===== config.mk =====
export PLATFORM = sky130hd
export DESIGN_NAME = pit8253_master
export DESIGN_NICKNAME = d
export VERILOG_FILES = /design/src/rtl/pit8253_master.sv
export SDC_FILE = /design/constraint.sdc
export NUM_CORES = 1
export LEC_CHECK = 0
export BUFFER_PORTS_ARGS = -buffer_cell sky130_fd_sc_hd__buf_2
export CAP_MARGIN = 0
export CORE_UTILIZATION = 47
export DETAILED_ROUTE_END_ITERATION = 10
export GPL_TIMING_DRIVEN = 0
export PLACE_DENSITY = 0.74
export SYNTH_ARGS = -nofsm -noshare
export SYNTH_HDL_FRONTEND = slang
export SYNTH_SLANG_ARGS = --single-unit

===== constraint.sdc =====
create_clock -name clk -period 1.5 [get_ports clk]
set_input_delay 0.3 -clock clk [delete_from_list [all_inputs] [get_ports clk]]
set_output_delay 0.3 -clock clk [all_outputs]
set_load 0.05 [all_outputs]

===== src/rtl/pit8253_master.sv =====
// pit8253_master: command-driven bus master for an 8253-style interval timer.
// Executes LOAD (control word + count bytes) and READ (latch + two byte reads)
// over a ce-paced PIT bus, then reports completion on the rsp_* outputs.
// Optional feature macro: PIT8253_MASTER_READBACK_EN enables the READ path;
// without it a READ completes immediately as an error and the RLO/RHI states
// and read-data capture do not exist.
//
// state | meaning
// IDLE  | waiting for a command, cmd_ready high
// CW    | control-word / latch-command write on the bus
// WLO   | count LSB write on the bus
// WHI   | count MSB write on the bus
// RLO   | latched LSB read on the bus (readback build only)
// RHI   | latched MSB read on the bus (readback build only)
// DONE  | one-clk completion pulse on rsp_valid
module pit8253_master (
    input  logic        clk,
    input  logic        reset_n,
    input  logic        ce,
    input  logic        cmd_valid,
    output logic        cmd_ready,
    input  logic        cmd_op,
    input  logic [1:0]  cmd_ch,
    input  logic [1:0]  cmd_rl,
    input  logic [2:0]  cmd_mode,
    input  logic        cmd_bcd,
    input  logic [15:0] cmd_count,
    output logic        rsp_valid,
    output logic        rsp_err,
    output logic [15:0] rsp_data,
    output logic [1:0]  pit_a,
    output logic        pit_wr,
    output logic        pit_rd,
    output logic [7:0]  pit_dout,
    input  logic [7:0]  pit_din,
    output logic        busy
);

`ifdef PIT8253_MASTER_READBACK_EN
    typedef enum logic [2:0] {IDLE, CW, WLO, WHI, RLO, RHI, DONE} state_t;
`else
    typedef enum logic [2:0] {IDLE, CW, WLO, WHI, DONE} state_t;
`endif

    state_t      state_q, state_d, nxt_s;
    // issued_q: the strobe belonging to the current state is already on the bus
    logic        issued_q, issued_d;
    logic        op_q, op_d;
    logic [1:0]  ch_q, ch_d;
    logic [1:0]  rl_q, rl_d;
    logic [2:0]  mode_q, mode_d;
    logic        bcd_q, bcd_d;
    logic [15:0] count_q, count_d;
    logic        pit_wr_q, pit_wr_d;
    logic        pit_rd_q, pit_rd_d;
    logic [1:0]  pit_a_q, pit_a_d;
    logic [7:0]  pit_dout_q, pit_dout_d;
    logic        rsp_valid_q, rsp_valid_d;
    logic        rsp_err_q, rsp_err_d;
    logic [15:0] rsp_data_q, rsp_data_d;
`ifdef PIT8253_MASTER_READBACK_EN
    logic [7:0]  lsb_q, lsb_d;
`else
    logic        unused_din;
    assign unused_din = ^pit_din;
`endif

    // Bus image {wr, rd, a, dout} presented while the FSM sits in state s.
    function automatic logic [11:0] bus_for(input state_t s, input logic op,
                                            input logic [1:0] ch, input logic [1:0] rl,
                                            input logic [2:0] mode, input logic bcd,
                                            input logic [15:0] count);
        logic [11:0] b;
        b = 12'h000;
        case (s)
            CW:      b = {2'b10, 2'd3, (op ? {ch, 6'b000000} : {ch, rl, mode, bcd})};
            WLO:     b = {2'b10, ch, count[7:0]};
            WHI:     b = {2'b10, ch, count[15:8]};
`ifdef PIT8253_MASTER_READBACK_EN
            RLO,
            RHI:     b = {2'b01, ch, 8'h00};
`endif
            default: b = 12'h000;
        endcase
        return b;
    endfunction

    // State, captured command, registered bus and response outputs.
    always_ff @(posedge clk or negedge reset_n) begin
        if (!reset_n) begin
            state_q     <= IDLE;
            issued_q    <= 1'b0;
            op_q        <= 1'b0;
            ch_q        <= 2'd0;
            rl_q        <= 2'd0;
            mode_q      <= 3'd0;
            bcd_q       <= 1'b0;
            count_q     <= 16'h0000;
            pit_wr_q    <= 1'b0;
            pit_rd_q    <= 1'b0;
            pit_a_q     <= 2'd0;
            pit_dout_q  <= 8'h00;
            rsp_valid_q <= 1'b0;
            rsp_err_q   <= 1'b0;
            rsp_data_q  <= 16'h0000;
`ifdef PIT8253_MASTER_READBACK_EN
            lsb_q       <= 8'h00;
`endif
        end else begin
            state_q     <= state_d;
            issued_q    <= issued_d;
            op_q        <= op_d;
            ch_q        <= ch_d;
            rl_q        <= rl_d;
            mode_q      <= mode_d;
            bcd_q       <= bcd_d;
            count_q     <= count_d;
            pit_wr_q    <= pit_wr_d;
            pit_rd_q    <= pit_rd_d;
            pit_a_q     <= pit_a_d;
            pit_dout_q  <= pit_dout_d;
            rsp_valid_q <= rsp_valid_d;
            rsp_err_q   <= rsp_err_d;
            rsp_data_q  <= rsp_data_d;
`ifdef PIT8253_MASTER_READBACK_EN
            lsb_q       <= lsb_d;
`endif
        end
    end

    // Next-state, command capture and bus sequencing; bus only moves when ce=1.
    always_comb begin
        state_d     = state_q;
        nxt_s       = state_q;
        issued_d    = issued_q;
        op_d        = op_q;
        ch_d        = ch_q;
        rl_d        = rl_q;
        mode_d      = mode_q;
        bcd_d       = bcd_q;
        count_d     = count_q;
        {pit_wr_d, pit_rd_d, pit_a_d, pit_dout_d} = {pit_wr_q, pit_rd_q, pit_a_q, pit_dout_q};
        rsp_valid_d = 1'b0;
        rsp_err_d   = 1'b0;
        rsp_data_d  = 16'h0000;
`ifdef PIT8253_MASTER_READBACK_EN
        lsb_d       = lsb_q;
`endif
        case (state_q)
            IDLE: begin
                if (cmd_valid) begin
                    op_d    = cmd_op;
                    ch_d    = cmd_ch;
                    rl_d    = cmd_rl;
                    mode_d  = cmd_mode;
                    bcd_d   = cmd_bcd;
                    count_d = cmd_count;
                    if ((cmd_ch == 2'd3) || (!cmd_op && (cmd_rl == 2'b00))
`ifndef PIT8253_MASTER_READBACK_EN
                        || cmd_op
`endif
                       ) begin
                        state_d     = DONE;
                        rsp_valid_d = 1'b1;
                        rsp_err_d   = 1'b1;
                    end else begin
                        state_d  = CW;
                        // Accepting on a ce cycle puts the first strobe out immediately.
                        issued_d = ce;
                        if (ce) begin
                            {pit_wr_d, pit_rd_d, pit_a_d, pit_dout_d} =
                                bus_for(CW, cmd_op, cmd_ch, cmd_rl, cmd_mode, cmd_bcd, cmd_count);
                        end
                    end
                end
            end
            DONE: state_d = IDLE;
            default: begin
                if (ce) begin
                    if (!issued_q) begin
                        issued_d = 1'b1;
                        {pit_wr_d, pit_rd_d, pit_a_d, pit_dout_d} =
                            bus_for(state_q, op_q, ch_q, rl_q, mode_q, bcd_q, count_q);
                    end else begin
                        case (state_q)
                            CW: begin
`ifdef PIT8253_MASTER_READBACK_EN
                                if (op_q)
                                    nxt_s = RLO;
                                else
`endif
                                nxt_s = (rl_q == 2'b10) ? WHI : WLO;
                            end
                            WLO: nxt_s = (rl_q == 2'b11) ? WHI : DONE;
`ifdef PIT8253_MASTER_READBACK_EN
                            RLO: begin
                                nxt_s = RHI;
                                lsb_d = pit_din;
                            end
`endif
                            default: nxt_s = DONE;
                        endcase
                        state_d = nxt_s;
                        {pit_wr_d, pit_rd_d, pit_a_d, pit_dout_d} =
                            bus_for(nxt_s, op_q, ch_q, rl_q, mode_q, bcd_q, count_q);
                        if (nxt_s == DONE) begin
                            rsp_valid_d = 1'b1;
`ifdef PIT8253_MASTER_READBACK_EN
                            // MSB is sampled on the same ce edge that leaves RHI.
                            rsp_data_d  = op_q ? {pit_din, lsb_q} : 16'h0000;
`endif
                        end
                    end
                end
            end
        endcase
    end

    assign cmd_ready = (state_q == IDLE);
    assign busy      = (state_q != IDLE);
    assign pit_wr    = pit_wr_q;
    assign pit_rd    = pit_rd_q;
    assign pit_a     = pit_a_q;
    assign pit_dout  = pit_dout_q;
    assign rsp_valid = rsp_valid_q;
    assign rsp_err   = rsp_err_q;
    assign rsp_data  = rsp_data_q;

endmodule


==> results.yml, run 1 <==
timing:
  finClkSkew_ns: 0.00693
  setup_viol: 41
  final.period_utilization_pct: 119
  slew-limit-headroom_pct: 36.8
  hold_viol: 0
  tightestPinTransition_ns: 0.948
  rsz0062_at_grt: "yes"
  drv_slew: 0
  max_freq_ghz: 0.559
  period_minus_slack_ns: 1.79
  setup_slack_ns: -0.288
drt:
  wl_per_cell_um: 17.7
  drc: 0
  drt_iter0_markers: 252
  ant_nets: 0
  drtPass1Iterations: 6
  dr_total_vias: 2292
  vias_per_cell: 5.56
  wl_um: 7280
cts:
  cts_hold_buf: 0
  clock_latency_ns: 0.31
  cts_buffer_depth: 2
  clockRootBuffer: "clkbuf_8"
  clkSinkCount: 42
  cts.clk_slew.worst_paths_ns: 0.08
  htreeDepth: 2
  cts_buffers: 5
  cts_tree: "yes"
flow_run:
  cap_violations: 0
logic_synthesis:
  ys_ff_latch: 42
  yosysUniqueCellTypes: 51
  avgSynthCellArea_um2: 9.64
  async_reset_ff_share_pct: 100
  yosysSeqAreaShare_pct: 42.6
  synth_edf_count: 0
  ys_warn_count: 0
  netlist_area_um2: 2470
  syn_inst: 256
  synth_flop_cell: "dfrtp_1"
final_layout:
  final_area_um2: 3580
  fillers: 363
  diodes: 0
  area_growth_pct: 45.0
  drive_above_1_share_pct: 52.0
  multi_input_area_um2: 1550
  layout.nets: 378
  final-seq-area_um2: 1050
  postLayoutCoreUtil_pct: 70.5
power_and_ir_drop:
  leakage_nw: 1.65
  irDropWorstVdd_uv: 1220
  power_density_nw_per_um2: 2420
  power.total_w: 0.00867
grt:
  grt_max_degree: 43
  grt.total_usage_pct: 25.0
  grt_pass1_vias: 2071
  grt_antenna_before_repair: 0
  grt_pass1_wl_um: 10200
  overflow: 0
critical_path:
  endpoint_kind: "register"
  worstSetupPathType: "reg -> reg"
  path_max_fanout: 7
  cp.required_ns: 1.73
  worst_setup_path_start_kind: "register"
  reg2reg_slack_ns: -0.29
  worst_ep_arrival_time_ns: 2.01
status:
  status: "finished, violations left"
  violations: "setup timing"
floorplan:
  initial_core_util_pct: 48.6
  row_count: 26
  fp.dieW_um: 74.5
  die-height_um: 74.5
  core_area_um2: 5070
  die_area_um2: 5540
  io_pins: 69
min_path:
  min_path_type: "in -> async"
placed_design:
  pre_cts_slack_ns: -0.333
  dp_hpwl_um: 4150
  io_buffers: 42
  placed_area_um2: 2860
  place.gp.congestion: 0.900
[logic make-up (layout without fill, tap and decap cells)]
family                 after synthesis  after routing  share of synthesized area, %
multiplexers                        26             26                          11.3
flip-flops                          42             42                          42.6
other                                1             17                         0.152
AO/OA/AOI/OAI                       70             70                          20.3
AND/OR/NAND/NOR                     70             70                          14.6
buffers and inverters               47            117                          11.1
[flip-flops by register name (all words and copies together), names as in the netlist]
register	flops
bcd_q	1
pit_dout	8
state_q	3
ch_q	2
pit_wr	1
rsp_valid	1
pit_a	2
rsp_err	1
rl_q	2
count_q	16
op_q	1
mode_q	3
issued_q	1
[cells in the mapped netlist, types with 2 or more instances]
library cell / instances / share of area (%)
inv_2: 2 / 0.30
nor2_1: 10 / 1.5
a21oi_1: 7 / 1.4
or2_2: 2 / 0.51
nand3_1: 3 / 0.61
o21ai_1: 16 / 3.2
nand2b_1: 9 / 2.3
o2bb2ai_1: 6 / 2.1
a221oi_1: 5 / 1.8
mux2i_1: 11 / 4.5
dfrtp_1: 42 / 43
mux2_1: 15 / 6.8
nor2b_1: 4 / 1.0
inv_1: 12 / 1.8
buf_2: 7 / 1.4
clkbuf_1: 5 / 0.76
nand2_1: 28 / 4.3
nor3_1: 2 / 0.41
a41oi_1: 2 / 0.71
buf_4: 17 / 5.2
a211oi_1: 14 / 4.3
o311ai_0: 2 / 0.71
o21ai_0: 4 / 0.81
o31ai_1: 2 / 0.61
buf_6: 3 / 1.4
[power breakdown]
group	internal, W	switching (W)
combinational	0.00248	0.00330
sequential	0.00170	0.000414
clock	0.000372	0.000413
[layout make-up]
class                           instances  share of cell area, %
Timing Repair Buffer                   64                   13.2
Multi-Input combinational cell        183                   43.2
Clock inverter                          1                  0.140
Inverter                               14                   1.82
Sequential cell                        42                   29.5
Buffer                                 31                   7.31
Tap cell                               70                   2.45
Clock buffer                            7                   2.41
[cells in the final DEF, fill, tap and decap left out, types with 4 or more instances in the layout]
master     netlist  final
a211oi_2         0      7
clkbuf_8         0      6
a211oi_1        14      6
nand2b_1         9      8
mux2i_1         11      9
buf_2            7     41
buf_4           17     33
mux2_4           0     14
o21ai_1         16     11
nand2_2          1      7
o21ai_2          0      7
conb_1           1     17
dfrtp_1         42     40
buf_12           0      5
nor2b_1          4      4
o2bb2ai_1        6      6
nand2_4          0      5
nor2_1          10      8
inv_1           12     12
buf_6            3      9
a221oi_1         5      4
nand2_1         28     16
[critical path, cell delays in order (launching register included)]
cell and delay, ns:
dfrtp_2 0.41, buf_6 0.14, buf_8 0.13, nand4b_1 0.24
buf_6 0.19, a211oi_1 0.29, mux2i_1 0.12, a21oi_1 0.17
[path summary, 6_finish.rpt]
kind                                         from  cells after the start                 endpoint
setup / recovery           state_q[0]$_DFFE_PN0P_                      7  pit_dout[1]$_DFFE_PN0P_
hold / removal                            reset_n                      1  pit_dout[0]$_DFFE_PN0P_
setup reg to reg           state_q[0]$_DFFE_PN0P_                      7  pit_dout[1]$_DFFE_PN0P_
hold reg to reg                pit_wr$_DFFE_PN0P_                      2       pit_wr$_DFFE_PN0P_
max in group asynchronous                 reset_n                      1   state_q[1]$_DFFE_PN0P_
min in group clk                     cmd_count[8]                      3   count_q[8]$_DFFE_PN0P_
[layer usage]
layer	part of all wire, %	wire, µm	track usage, %	up-vias
met5	0	0	0	-
met2	48	3500	40.2	116
met1	42	3080	32.7	1102
met4	3.3	240	11.7	0
met3	6.3	458	4.34	20
li1	-	-	-	1054
[metrics by stage]
stage / instances / hold slack [ns] / setup TNS, ns
3_3_place_gp: 384 / 0.459 / -8.14
3_5_place_dp: 384 / 0.466 / -9.24
2_1_floorplan: 272 / 0.00441 / -3.84
4_1_cts: 406 / 0.170 / -5.55
5_1_grt: 412 / 0.214 / -8.93
6_report: 412 / 0.124 / -6.51
[timing repair]
action	4_1_cts	5_1_grt
pin swaps	16	14
gates resized for setup	65	54
setup buffers	13	8
gates cloned	2	0
endpoints found under the setup margin	44	44
Note: power is estimated with default switching activity, not from simulation.
==> run 2, diff against run 1 <==
Settings changed: BUFFER_PORTS_ARGS -buffer_cell sky130_fd_sc_hd__buf_2 to default, CORE_UTILIZATION 47 to 57, DONT_BUFFER_PORTS from default to 1, PLACE_DENSITY 0.74 to 0.73.
==> run 2 against run 1 <==
First-iteration DRC count down 27%; worst setup slack got worse by 0.030 ns; critical endpoint is now count_q[7]$_DFFE_PN0P_; largest power group unchanged; hold slack better by 0.0020 ns; wire length is 15% lower; sequential share of layout area grew 4.7 points; clock-buffer cell count is the same; the run still ends with setup timing left; global-route usage is 3.7 points higher; final area fell by 14%; clock skew increased by 0.0038 ns.
==> results.yml, run 2 (synthesized netlist as in run 1, its figures left out) <==
timing:
  hold_viol: 0
  drv_slew: 0
  max_freq_ghz: 0.550
  holdWs_ns: 0.126
  period_minus_slack_ns: 1.82
  final.period_utilization_pct: 121
  finClkSkew_ns: 0.0107
  tightestPinTransition_ns: 0.646
  slew-limit-headroom_pct: 56.9
  rsz0062_at_grt: "yes"
  setup_viol: 43
  setup_slack_ns: -0.318
cts:
  cts_buffer_depth: 2
  clkSinkCount: 42
  htreeDepth: 2
  clock_latency_ns: 0.30
  cts.clk_slew.worst_paths_ns: 0.09
  clockRootBuffer: "clkbuf_8"
  cts_tree: "yes"
  cts_buffers: 5
critical_path:
  cp.required_ns: 1.68
  worstSetupPathType: "reg -> reg"
  worstReg2RegStart: "state_q[1]$_DFFE_PN0P_"
  r2r_end: "count_q[7]$_DFFE_PN0P_"
  path_max_fanout: 11
  worst_path_max_delay_cell: "dfrtp_2"
  crit_path_max_incr_delay_ns: 0.47
  crit_chain: "or3_4, buf_12, clkinv_16, and2_4, buf_12, mux2_1"
  worstRegToRegCells: 6
  reg2reg_slack_ns: -0.32
  worst_ep_arrival_time_ns: 2.00
  endpoint_kind: "register"
  worst_setup_path_start_kind: "register"
  cp_common_cell: "buf_12"
final_layout:
  postLayoutCoreUtil_pct: 75.6
  fillers: 302
  layout_commonest_cell: "dfrtp_1"
  drive_above_1_share_pct: 31.8
  area_growth_pct: 25.2
  layout.nets: 332
  regMostFlops: "count_q"
  fin_cells: 346
  final_cell_mix: "40 x dfrtp_1, 29 x buf_4, 26 x nand2_1"
  largest_reg_flops: 16
  diodes: 0
drt:
  drtPass1Iterations: 4
  top_layer: "met4"
  met3_length_um: 443
  drt_iter0_markers: 184
  drc: 0
  vias_per_cell: 5.91
  wl_um: 6200
  dr_wl_met2_um: 2910
  ant_nets: 0
  dr_total_vias: 2046
  wl_per_cell_um: 17.9
  met1_length_um: 2740
floorplan:
  core_area_um2: 4090
  row_count: 23
  io_pins: 69
  die-height_um: 67.8
  initial_core_util_pct: 60.4
  die_area_um2: 4600
  fp.dieW_um: 67.8
status:
  violations: "setup timing"
  status: "finished, violations left"
min_path:
  hold_end: "count_q[15]$_DFFE_PN0P_"
  min_path_cells: 1
  min-delay-start: "cmd_count[15]"
  min_path_type: "in -> reg"
grt:
  grt.total_usage_pct: 28.6
  grt_pass1_vias: 1808
  grt_pass1_wl_um: 9320
  grt_max_degree: 43
  grt_antenna_before_repair: 0
  overflow: 0
flow_run:
  cap_violations: 0
placed_design:
  dp_cells: 322
  io_buffers: 0
  place.gp.congestion: 0.849
  pre_cts_slack_ns: -0.371
  dp_hpwl_um: 4000
power_and_ir_drop:
  leakage_nw: 1.36
  irDropWorstVdd_uv: 1150
  power_density_nw_per_um2: 2440
==> run 2: cell count changes in the layout (fill, tap and decap cells not counted), sizes merged <==
| cell | change |
|---|---|
| clkbuf | +1 |
| dlygate4sd3 | +1 |
| buf | -48 |
| inv | -1 |
| clkinv | +1 |
==> run 2: how the worst max path moves through the flow <==
stage | startpoint | cells past startpoint | to | slack [ns]
after floorplan | state_q[0]$_DFFE_PN0P_ | 6 | count_q[13]$_DFFE_PN0P_ | -0.24
after global placement | state_q[0]$_DFFE_PN0P_ | 6 | count_q[6]$_DFFE_PN0P_ | -0.35
after detailed placement | state_q[1]$_DFFE_PN0P_ | 5 | pit_dout[6]$_DFFE_PN0P_ | -0.37
after CTS | state_q[1]$_DFFE_PN0P_ | 6 | count_q[7]$_DFFE_PN0P_ | -0.30
after global routing | state_q[0]$_DFFE_PN0P_ | 7 | pit_dout[1]$_DFFE_PN0P_ | -0.36
final | state_q[1]$_DFFE_PN0P_ | 6 | count_q[7]$_DFFE_PN0P_ | -0.32
==> run 2: metrics by stage <==
stage,area (µm²),power (W),TNS [ns]
2_1_floorplan,2560,0.00508,-3.84
3_3_place_gp,2630,0.00564,-10.08
3_5_place_dp,2630,0.00573,-10.91
4_1_cts,2950,0.00704,-8.24
5_1_grt,3090,0.00794,-10.16
6_report,3090,0.00754,-8.94
==> run 2: critical path, delay by kind of cell (launching register included) <==
kind | cells | cell delay, ns
muxes | 1 | 0.32
buffers and inverters | 3 | 0.38
DFF | 1 | 0.47
and+or+nand+nor | 2 | 0.52
==> run 2: routing by layer <==
layer | GRT usage [%] | vias to the layer above
met5 | 0 | -
met4 | 9.11 | 0
met3 | 6.59 | 13
met2 | 43.6 | 90
met1 | 40.0 | 979
li1 | - | 964
==> run 2: repair_timing <==
item                                    in CTS  in global routing
endpoints found under the setup margin      44                 44
gates cloned                                 1                  0
resized for setup                           31                 30
pin swaps                                   10                  3
hold buffers                                 2                  0
buffers inserted                            10                  3
endpoints found under the hold margin       42                  0
==> run 2: layout make-up <==
class	instances	area (µm²)	share of cell area, %
Buffer	33	282	9.11
Clock buffer	7	86.3	2.79
Clock inverter	1	5.00	0.162
Inverter	14	78.8	2.55
Multi-Input combinational cell	183	1370	44.2
Sequential cell	42	1050	34.1
Tap cell	50	62.6	2.03
Timing Repair Buffer	16	155	5.02
==> run 2: where the power goes <==
part / internal [W] / switching (W) / total (W)
logic: 0.00182 / 0.00226 / 0.00408
clock network: 0.000372 / 0.000395 / 0.000767
registers: 0.00169 / 0.00100 / 0.00269
==> run 3, diff against run 2 <==
Settings changed: SETUP_SLACK_MARGIN from default to 0.3.
==> run 3 against run 2 <==
The run ends with hold timing, setup timing left; worst setup slack worse by 0.012 ns; non-clock buffer count grew 5; maximum frequency shrank 0.68%; die area did not move; global-route usage is 2.5 points higher; combinational power rose by 20%; critical path depth increased by 2; clock-buffer cell count did not move; largest power group unchanged; highest routed layer unchanged.
==> results.yml, run 3 (synthesized netlist as in run 1, its figures left out) <==
final_layout:
  final_cell_mix: "27 x buf_4, 27 x dfrtp_1, 17 x nand2_1, 17 x conb_1"
  fin_cells: 351
  regMostFlops: "count_q"
  layout.nets: 337
  largest_reg_flops: 16
  diodes: 0
  fillers: 219
  drive_above_1_share_pct: 48.2
  area_growth_pct: 37.8
cts:
  clkSinkCount: 42
  cts_buffer_depth: 2
  cts_tree: "yes"
  clockRootBuffer: "clkbuf_8"
  cts.clk_slew.worst_paths_ns: 0.08
  cts_buffers: 5
  htreeDepth: 2
  clock_latency_ns: 0.30
grt:
  grt_antenna_before_repair: 0
  overflow: 0
  grt.total_usage_pct: 31.2
  grt_pass1_wl_um: 10200
  grt_max_degree: 43
  grt_pass1_vias: 2007
power_and_ir_drop:
  leakage_nw: 1.48
  irDropWorstVdd_uv: 1480
  power_density_nw_per_um2: 2510
critical_path:
  crit_chain: "buf_6, buf_12, buf_8, buf_4, mux2i_1, o2bb2ai_1, a221oi_1, a21oi_1"
  cp.required_ns: 1.68
  worstSetupPathType: "reg -> reg"
  path_max_fanout: 8
  crit_path_max_incr_delay_ns: 0.41
  worstReg2RegStart: "state_q[0]$_DFFE_PN0P_"
  worst_ep_arrival_time_ns: 2.01
  crit_start: "state_q[0]$_DFFE_PN0P_"
  endpoint_kind: "register"
  worst_path_max_delay_cell: "dfrtp_2"
  reg2reg_slack_ns: -0.33
  worst_setup_path_start_kind: "register"
drt:
  top_layer: "met4"
  wl_um: 7080
  drt_iter0_markers: 217
  ant_nets: 0
  drc: 0
  met1_length_um: 2830
  wl_per_cell_um: 20.2
  dr_total_vias: 2144
  vias_per_cell: 6.11
  drtPass1Iterations: 4
  dr_wl_met2_um: 3450
  met3_length_um: 643
floorplan:
  fp.dieW_um: 67.8
  die-height_um: 67.8
  core_area_um2: 4090
  io_pins: 69
  initial_core_util_pct: 60.4
  row_count: 23
  die_area_um2: 4600
placed_design:
  io_buffers: 0
  dp_hpwl_um: 4010
  dp_cells: 322
  place.gp.congestion: 0.832
timing:
  period_minus_slack_ns: 1.83
  rsz0062_at_grt: "yes"
  drv_slew: 0
  hold_viol: 42
  setup_viol: 43
  finClkSkew_ns: 0.00662
  slew-limit-headroom_pct: 57.2
  max_freq_ghz: 0.546
  setup_slack_ns: -0.330
  final.period_utilization_pct: 122
  tightestPinTransition_ns: 0.642
  holdWs_ns: -0.319
status:
  status: "finished, violations left"
  violations: "hold timing, setup timing"
min_path:
  min_path_type: "in -> async"
flow_run:
  cap_violations: 0
run 3: cell count changes in the layout (fill, tap and decap cells not counted), moves of 8 or more:
cell / before / now
dfrtp_1: 40 / 27
dfrtp_2: 2 / 15
mux2_1: 8 / 0
mux2_4: 7 / 15
nand2_1: 26 / 17
run 3: path summary, 6_finish.rpt:
kind	endpoint	cells past startpoint
min in group clk	count_q[11]$_DFFE_PN0P_	2
max in group asynchronous	pit_dout[3]$_DFFE_PN0P_	0
worst max register to register	pit_dout[2]$_DFFE_PN0P_	8
worst min register to register	mode_q[0]$_DFFE_PN0P_	1
worst min-delay path	pit_dout[6]$_DFFE_PN0P_	0
worst max-delay path	pit_dout[2]$_DFFE_PN0P_	8
run 3: metal layers:
| layer | GRT usage [%] | up-vias |
|---|---|---|
| met4 | 11.2 | 0 |
| met3 | 5.74 | 20 |
| met5 | 0 | - |
| met2 | 48.8 | 123 |
| met1 | 42.8 | 1036 |
| li1 | - | 965 |
run 3: what timing repair did:
action	in CTS	in global routing
pin swaps	22	17
gates resized for setup	59	54
setup buffers	13	5
endpoints found under the setup margin	57	46
cloned	2	1
endpoints found under the hold margin	42	42
run 3: layout make-up:
class	instances	area (µm²)	area share, %
Multi-Input combinational cell	183	1540	45.2
Sequential cell	42	1070	31.5
Buffer	33	282	8.28
Timing Repair Buffer	21	263	7.73
Inverter	14	78.8	2.32
Clock buffer	7	76.3	2.25
Tap cell	50	62.6	1.84
Clock inverter	1	30.0	0.883
run 3: worst max-delay path: cells and delay by family, from the launching register on:
family	cells	cell delay [ns]
DFF	1	0.41
muxes	1	0.22
buffers and inverters	4	0.50
AOI/OAI and AO/OA	3	0.57
run 3: where the power goes:
group	internal, W	switching, W	total (W)
Clock	0.000499	0.000407	0.000906
Sequential	0.00173	0.00101	0.00273
Combinational	0.00230	0.00259	0.00489
run 3: metrics by stage:
| step | total power [W] | instance area [µm²] | setup TNS (ns) | setup WS, ns | util (%) |
|---|---|---|---|---|---|
| 4_1_cts | 0.00760 | 3120 | -9.77 | -0.313 | 76.4 |
| 5_1_grt | 0.00893 | 3400 | -11.30 | -0.380 | 83.2 |
| 3_5_place_dp | 0.00579 | 2650 | -10.67 | -0.399 | 64.9 |
| 3_3_place_gp | 0.00572 | 2650 | -9.66 | -0.356 | 64.9 |
| 6_report | 0.00853 | 3400 | -9.59 | -0.330 | 83.2 |
| 2_1_floorplan | 0.00514 | 2590 | -3.84 | -0.243 | - |
